--- config.mk ---
export PLATFORM = sky130hd
export DESIGN_NAME = twiddle_mult_stage
export DESIGN_NICKNAME = d
export VERILOG_FILES = /design/src/rtl/fft_pkg.sv /design/src/rtl/cmul17x8.sv /design/src/rtl/multi16.sv /design/src/rtl/twiddle_mult_stage.sv
export SDC_FILE = /design/constraint.sdc
export NUM_CORES = 2
export LEC_CHECK = 0
export CORE_UTILIZATION = 50
export DETAILED_ROUTE_END_ITERATION = 10
export PLACE_DENSITY = 0.67
export RECOVER_POWER = 50
export SLEW_MARGIN = 20
export SYNTH_ARGS = -nofsm -noshare
export SYNTH_HDL_FRONTEND = slang
export SYNTH_SLANG_ARGS = --single-unit
--- constraint.sdc ---
create_clock -name clk -period 17.3 [get_ports clk]
set_input_delay 3.46 -clock clk [delete_from_list [all_inputs] [get_ports clk]]
set_output_delay 3.46 -clock clk [all_outputs]
set_load 0.005 [all_outputs]
--- src/rtl/fft_pkg.sv ---
// Shared definitions for the 16-point FFT datapath.
//
// Contents:
//   DW, TW        - sample component width and twiddle component width
//   TW_RE, TW_IM  - W16^k twiddle ROM for k = 0..7, signed Q1.7 (+1.0 = 127)
//   sat_dw        - clamp a DW+1 bit signed value into the DW bit signed range
package fft_pkg;

  localparam int DW = 17;
  localparam int TW = 8;

  // Only the first half-turn of W16 is needed: stages use k = 0..7.
  localparam logic signed [TW-1:0] TW_RE [0:7] = '{
    8'sd127, 8'sd118, 8'sd91, 8'sd49, 8'sd0, -8'sd49, -8'sd91, -8'sd118
  };
  localparam logic signed [TW-1:0] TW_IM [0:7] = '{
    8'sd0, -8'sd49, -8'sd91, -8'sd118, -8'sd127, -8'sd118, -8'sd91, -8'sd49
  };

  // Overflow shows up as disagreement between the two top bits; the sign bit
  // then picks which rail to clamp to.
  function automatic logic signed [DW-1:0] sat_dw(input logic signed [DW:0] x);
    if (x[DW] != x[DW-1]) begin
      return x[DW] ? {1'b1, {(DW-1){1'b0}}} : {1'b0, {(DW-1){1'b1}}};
    end
    return x[DW-1:0];
  endfunction

endpackage

--- src/rtl/cmul17x8.sv ---
// Combinational complex multiplier partial products.
//
// Ports:
//   ar, ai - sample real / imaginary (DW bits signed)
//   wr, wi - twiddle real / imaginary (TW bits signed Q1.7)
//   p_rr = ar*wr, p_ii = ai*wi, p_ri = ar*wi, p_ir = ai*wr (multi16 scaling)
module cmul17x8 import fft_pkg::*; (
  input  logic signed [DW-1:0] ar,
  input  logic signed [DW-1:0] ai,
  input  logic signed [TW-1:0] wr,
  input  logic signed [TW-1:0] wi,
  output logic signed [DW-1:0] p_rr,
  output logic signed [DW-1:0] p_ii,
  output logic signed [DW-1:0] p_ri,
  output logic signed [DW-1:0] p_ir
);

  logic signed [DW-1:0] a_sel [4];
  logic signed [TW-1:0] b_sel [4];
  logic signed [DW-1:0] prod  [4];

  assign a_sel[0] = ar;  assign b_sel[0] = wr;
  assign a_sel[1] = ai;  assign b_sel[1] = wi;
  assign a_sel[2] = ar;  assign b_sel[2] = wi;
  assign a_sel[3] = ai;  assign b_sel[3] = wr;

  generate
    for (genvar gi = 0; gi < 4; gi++) begin : g_mul
      multi16 u_mul (
        .a (a_sel[gi]),
        .b (b_sel[gi]),
        .p (prod[gi])
      );
    end
  endgenerate

  assign p_rr = prod[0];
  assign p_ii = prod[1];
  assign p_ri = prod[2];
  assign p_ir = prod[3];

endmodule

--- src/rtl/multi16.sv ---
// Signed 17x8 multiplier used throughout the FFT datapath.
//
// Ports:
//   a - 17-bit signed sample component
//   b - 8-bit signed Q1.7 twiddle component
//   p - floor(a*b / 128), low 17 bits (combinational)
module multi16 (
  input  logic signed [16:0] a,
  input  logic signed [7:0]  b,
  output logic signed [16:0] p
);

  logic [24:0] full;
  logic        unused_bits;

  // Low 25 bits of the product are identical for signed and unsigned
  // interpretation once both operands are sign-extended to 25 bits.
  assign full = {{8{a[16]}}, a} * {{17{b[7]}}, b};

  // Bits [23:7] are the arithmetic shift right by 7 truncated to 17 bits.
  assign p = full[23:7];

  assign unused_bits = ^{full[24], full[6:0]};

endmodule

--- src/rtl/twiddle_mult_stage.sv ---
// Pipelined FFT twiddle-multiply stage: out = sat(in * W16^k).
//
// Ports:
//   clk, rst             - clock, synchronous active-high reset
//   in_valid / in_ready  - input handshake; in_ready = !out_valid | out_ready
//   in_sop               - first sample of a frame, forces twiddle index 0
//   in_re, in_im         - DW-bit signed sample
//   out_valid / out_ready- output handshake
//   out_sop              - in_sop delayed with its sample
//   out_re, out_im       - DW-bit signed saturated product
// Two register stages (partial products, then sum + saturation), so an
// accepted sample appears two cycles later when downstream is not stalling.
module twiddle_mult_stage #(
  parameter int DW     = 17,
  parameter int TW     = 8,
  parameter int STRIDE = 1
) (
  input  logic                 clk,
  input  logic                 rst,
  input  logic                 in_valid,
  output logic                 in_ready,
  input  logic                 in_sop,
  input  logic signed [DW-1:0] in_re,
  input  logic signed [DW-1:0] in_im,
  output logic                 out_valid,
  input  logic                 out_ready,
  output logic                 out_sop,
  output logic signed [DW-1:0] out_re,
  output logic signed [DW-1:0] out_im
);
  import fft_pkg::*;

  localparam logic [2:0] STEP = 3'(STRIDE);

  logic                 advance;
  logic                 accept;
  logic [2:0]           k_reg, k_used, k_next;
  logic signed [TW-1:0] wr, wi;
  logic signed [DW-1:0] p_rr, p_ii, p_ri, p_ir;

  logic                 s1_valid_reg, s1_sop_reg;
  logic signed [DW-1:0] s1_rr_reg, s1_ii_reg, s1_ri_reg, s1_ir_reg;
  logic                 out_valid_reg, out_sop_reg;
  logic signed [DW-1:0] out_re_reg, out_im_reg;
  logic signed [DW:0]   re_sum, im_sum;

  // The whole pipeline moves as one unit: any stall at the output freezes
  // both stages and the index counter.
  assign advance  = !out_valid_reg || out_ready;
  assign in_ready = advance;
  assign accept   = in_valid && advance;

  assign k_used = in_sop ? 3'd0 : k_reg;
  assign k_next = accept ? (k_used + STEP) : k_reg;

  assign wr = TW_RE[k_used];
  assign wi = TW_IM[k_used];

  cmul17x8 u_cmul (
    .ar   (in_re),
    .ai   (in_im),
    .wr   (wr),
    .wi   (wi),
    .p_rr (p_rr),
    .p_ii (p_ii),
    .p_ri (p_ri),
    .p_ir (p_ir)
  );

  // One guard bit so the sum/difference cannot wrap before saturation.
  assign re_sum = {s1_rr_reg[DW-1], s1_rr_reg} - {s1_ii_reg[DW-1], s1_ii_reg};
  assign im_sum = {s1_ri_reg[DW-1], s1_ri_reg} + {s1_ir_reg[DW-1], s1_ir_reg};

  always_ff @(posedge clk) begin
    if (rst) begin
      k_reg <= 3'd0;
    end else begin
      k_reg <= k_next;
    end
  end

  always_ff @(posedge clk) begin
    if (rst) begin
      s1_valid_reg  <= 1'b0;
      s1_sop_reg    <= 1'b0;
      s1_rr_reg     <= '0;
      s1_ii_reg     <= '0;
      s1_ri_reg     <= '0;
      s1_ir_reg     <= '0;
      out_valid_reg <= 1'b0;
      out_sop_reg   <= 1'b0;
      out_re_reg    <= '0;
      out_im_reg    <= '0;
    end else if (advance) begin
      // Bubbles carry valid=0 and sop=0; product registers may go stale.
      s1_valid_reg  <= accept;
      s1_sop_reg    <= accept && in_sop;
      s1_rr_reg     <= p_rr;
      s1_ii_reg     <= p_ii;
      s1_ri_reg     <= p_ri;
      s1_ir_reg     <= p_ir;
      out_valid_reg <= s1_valid_reg;
      out_sop_reg   <= s1_sop_reg;
      out_re_reg    <= sat_dw(re_sum);
      out_im_reg    <= sat_dw(im_sum);
    end
  end

  assign out_valid = out_valid_reg;
  assign out_sop   = out_sop_reg;
  assign out_re    = out_re_reg;
  assign out_im    = out_im_reg;

endmodule

==> out/qor.csv <==
metric,value,unit
status,"complete, but fails checks",
failing checks,"capacitance limit, slew limit",
Relative slew margins,-0.8679,
antenna violations before repair,0,
syn_nets,3385,
final WL,58880,um
cell repeated most along the worst path,fa_1,
Post-Syn Area per Cell,8.517,um^2
number of nets with antenna violations after routing,0,
Finished Layout Cells,3303,
leakage dissipation,12.35,nW
async set or reset register ratio after synthesis,0,
"commonest non-fill, non-tap cells in the layout","inv_1 (585), fa_1 (380), and2_1 (340)",
die area,47210,um^2
MaxCap Viol Count,3,
setup violators final,0,
post-CTS sizing,0,
FMAX,87.55,MHz
setup ws final,5878,ps
Die X,217.3,um
Rows,78,
final core utilization,0.5409,
Detailed Place HPWL,46930,um
drt via density,5.353,
Worst Path Max Fanout,25,
total congestion overflow,0,
pre-CTS WS,5767,ps
Clock Path Buffers,2,
VDD IR-drop max,137.3,uV
final worst hold slack,453.5,ps
RSZ-0062 raised after global routing,false,
CP endpoint kind,flop,
WP data arrival,11540,ps
core area,45580,um^2
pwr/cell area,154.1,nW/um^2
"Non-Filler Cell Area, Final",24650,um^2
power share of the sequential group,0.114,
CTS root buffer,clkbuf_16,
"commonest non-fill, non-tap cell in the layout",inv_1,
DR iter-0 viols,1151,
GRT Total Usage,0.2628,
Sw Pwr,2.049,mW
Worst Tran Pin Value,2802,ps
CTS tree,built,
RePlAce Congestion,0.8976,
first-pass GRT wire length,97000,um
nets@finish,3362,
synth warn,0,
setup tns final,0,ps
internal power,1.750,mW
Seq cells post-synth,109,
synthesized area,23170,um^2
clk slew on worst S/H paths,80,ps
Net Sw Frac,0.5393,
Hold Fails Final Rpt,0,
IO buf count,75,
Worst path slowest cell,and2b_1,
clock power share,0.061,
fin crit share,0.6603,
H-tree Lvls,3,
pin count of the biggest net entering global routing,66,
ant diodes,0,
vias in the first global route,18310,
Synth Instances,2721,
Yosys cell types,84,
Post-CTS Repair Setup Buffers,0,
DR pass1 iterations,5,
Post-synth EDFFs,0,
Final Slew Violations,150,
CP Cell Sequence,"clkdlybuf4s50_1, and2b_1, buf_4, inv_1, ha_1, nand2_1, clkinv_1, nor2_1, fa_1, fa_1, fa_1, inv_1, fa_1, inv_1, ha_1, and3_1, and3_1, nand3_1, a31oi_1, a41oi_2, o311ai_2, a21oi_2, xnor2_1, a211oi_1",
CTS sink count,109,
Initial Util,0.5085,
total chip power,3.799,mW
clk_skew,13.47,ps
FILL cells,4237,
worst path required time,17420,ps
wire length per cell,17.83,um
hold_buf cts,0,
layout cells sized above 1,0.02923,
CTS buffer count,9,
Gate power share,0.825,
clk_lat worst skew,370,ps
largest stage delay on the critical path,750,ps
Worst Hold Class,reg2reg,
register area share after synthesis,0.09416,
Syn-to-layout area delta,6.387,%
total number of vias,17680,
Worst Setup Start Kind,input port,
critical path class,in2reg,
Die Ht,217.3,um
Final min period,11420,ps
Placed Cells,3286,
"Primary FF master, synth",dfxtp_1,
Area after DPL,24300,um^2
DR DRC count,0,
number of top-level pins,76,
-- worst paths after layout --
| check | start | endpoint | slack (ps) | depth (start not counted) |
|---|---|---|---|---|
| min | out_sop | out_sop | 450 | 2 |
| min reg2reg | out_sop | out_sop | 450 | 2 |
| max reg2reg | k_reg[0] | s1_ii_reg[16] | 9170 | 23 |
| max | in_sop | s1_ii_reg[16] | 5880 | 24 |
-- kinds of logic (layout without fill, tap and decap cells) --
logic type	after synthesis	count (layout)	synth area share
buf+inv	708	690	0.1171
mux	5	5	0.002808
fa+ha+maj	625	625	0.4606
flops	109	109	0.09416
xor+xnor	109	109	0.04152
simple gates	799	799	0.1806
compound gates	366	366	0.1033
-- synth_stat cells, types with 3 or more instances --
cell,number,share of area
a211o_1,3,0.0011
a211oi_1,42,0.014
a211oi_2,3,0.0016
a21o_1,25,0.0081
a21oi_1,134,0.029
a21oi_2,6,0.0023
a22o_1,3,0.0011
a31oi_1,6,0.0016
and2_1,340,0.092
and3_1,10,0.0027
and4_1,5,0.0019
buf_1,13,0.0021
buf_2,6,0.0013
buf_6,4,0.0019
clkbuf_1,96,0.016
dfxtp_1,109,0.094
fa_1,380,0.33
ha_1,245,0.13
inv_1,584,0.095
nand2_1,183,0.030
nand2b_1,19,0.0051
nand3_1,21,0.0045
nand4_1,6,0.0016
nor2_1,141,0.023
nor2b_1,15,0.0040
nor3_1,19,0.0041
o21a_1,13,0.0042
o21ai_0,62,0.013
o21ai_1,21,0.0045
o21bai_1,8,0.0026
o31ai_1,4,0.0013
or2_2,6,0.0016
or3_1,19,0.0051
xnor2_1,80,0.030
xor2_1,28,0.011
-- routing by layer --
metal,global-route usage,vias up,share of wire
met4,0.05610,0,0.018
met5,0,-,0
met2,0.4265,472,0.45
met1,0.3767,8845,0.47
met3,0.03019,54,0.058
li1,-,8310,-
-- power by group through the flow --
stage / sequential, mW / combinational [mW] / clock [mW]
2_1_floorplan: 0.408 / 2.22 / 0
3_3_place_gp: 0.440 / 3.01 / 0
3_5_place_dp: 0.441 / 3.07 / 0
4_1_cts: 0.435 / 3.09 / 0.237
5_1_grt: 0.442 / 3.47 / 0.245
6_report: 0.434 / 3.13 / 0.232
-- critical path: cells and delay by family --
| family | cells | cell delay [ps] |
|---|---|---|
| xor gates and xnor gates | 1 | 330 |
| buffers and inverters | 6 | 1820 |
| adders and majority gates | 6 | 2650 |
| and+or+nand+nor | 6 | 1900 |
| AOI/OAI and AO/OA | 5 | 1380 |
-- cell type report --
class	instances	area, um^2	share of cell area
clock buffer	10	239.0	0.009693
clock inverter	6	86.33	0.003502
inverter	586	2200	0.08922
multi-input combinational	1904	18340	0.7440
sequential	109	2182	0.08851
tap	600	750.7	0.03045
timing repair buffer	88	854.6	0.03466
(Power assumes the default switching activity.)
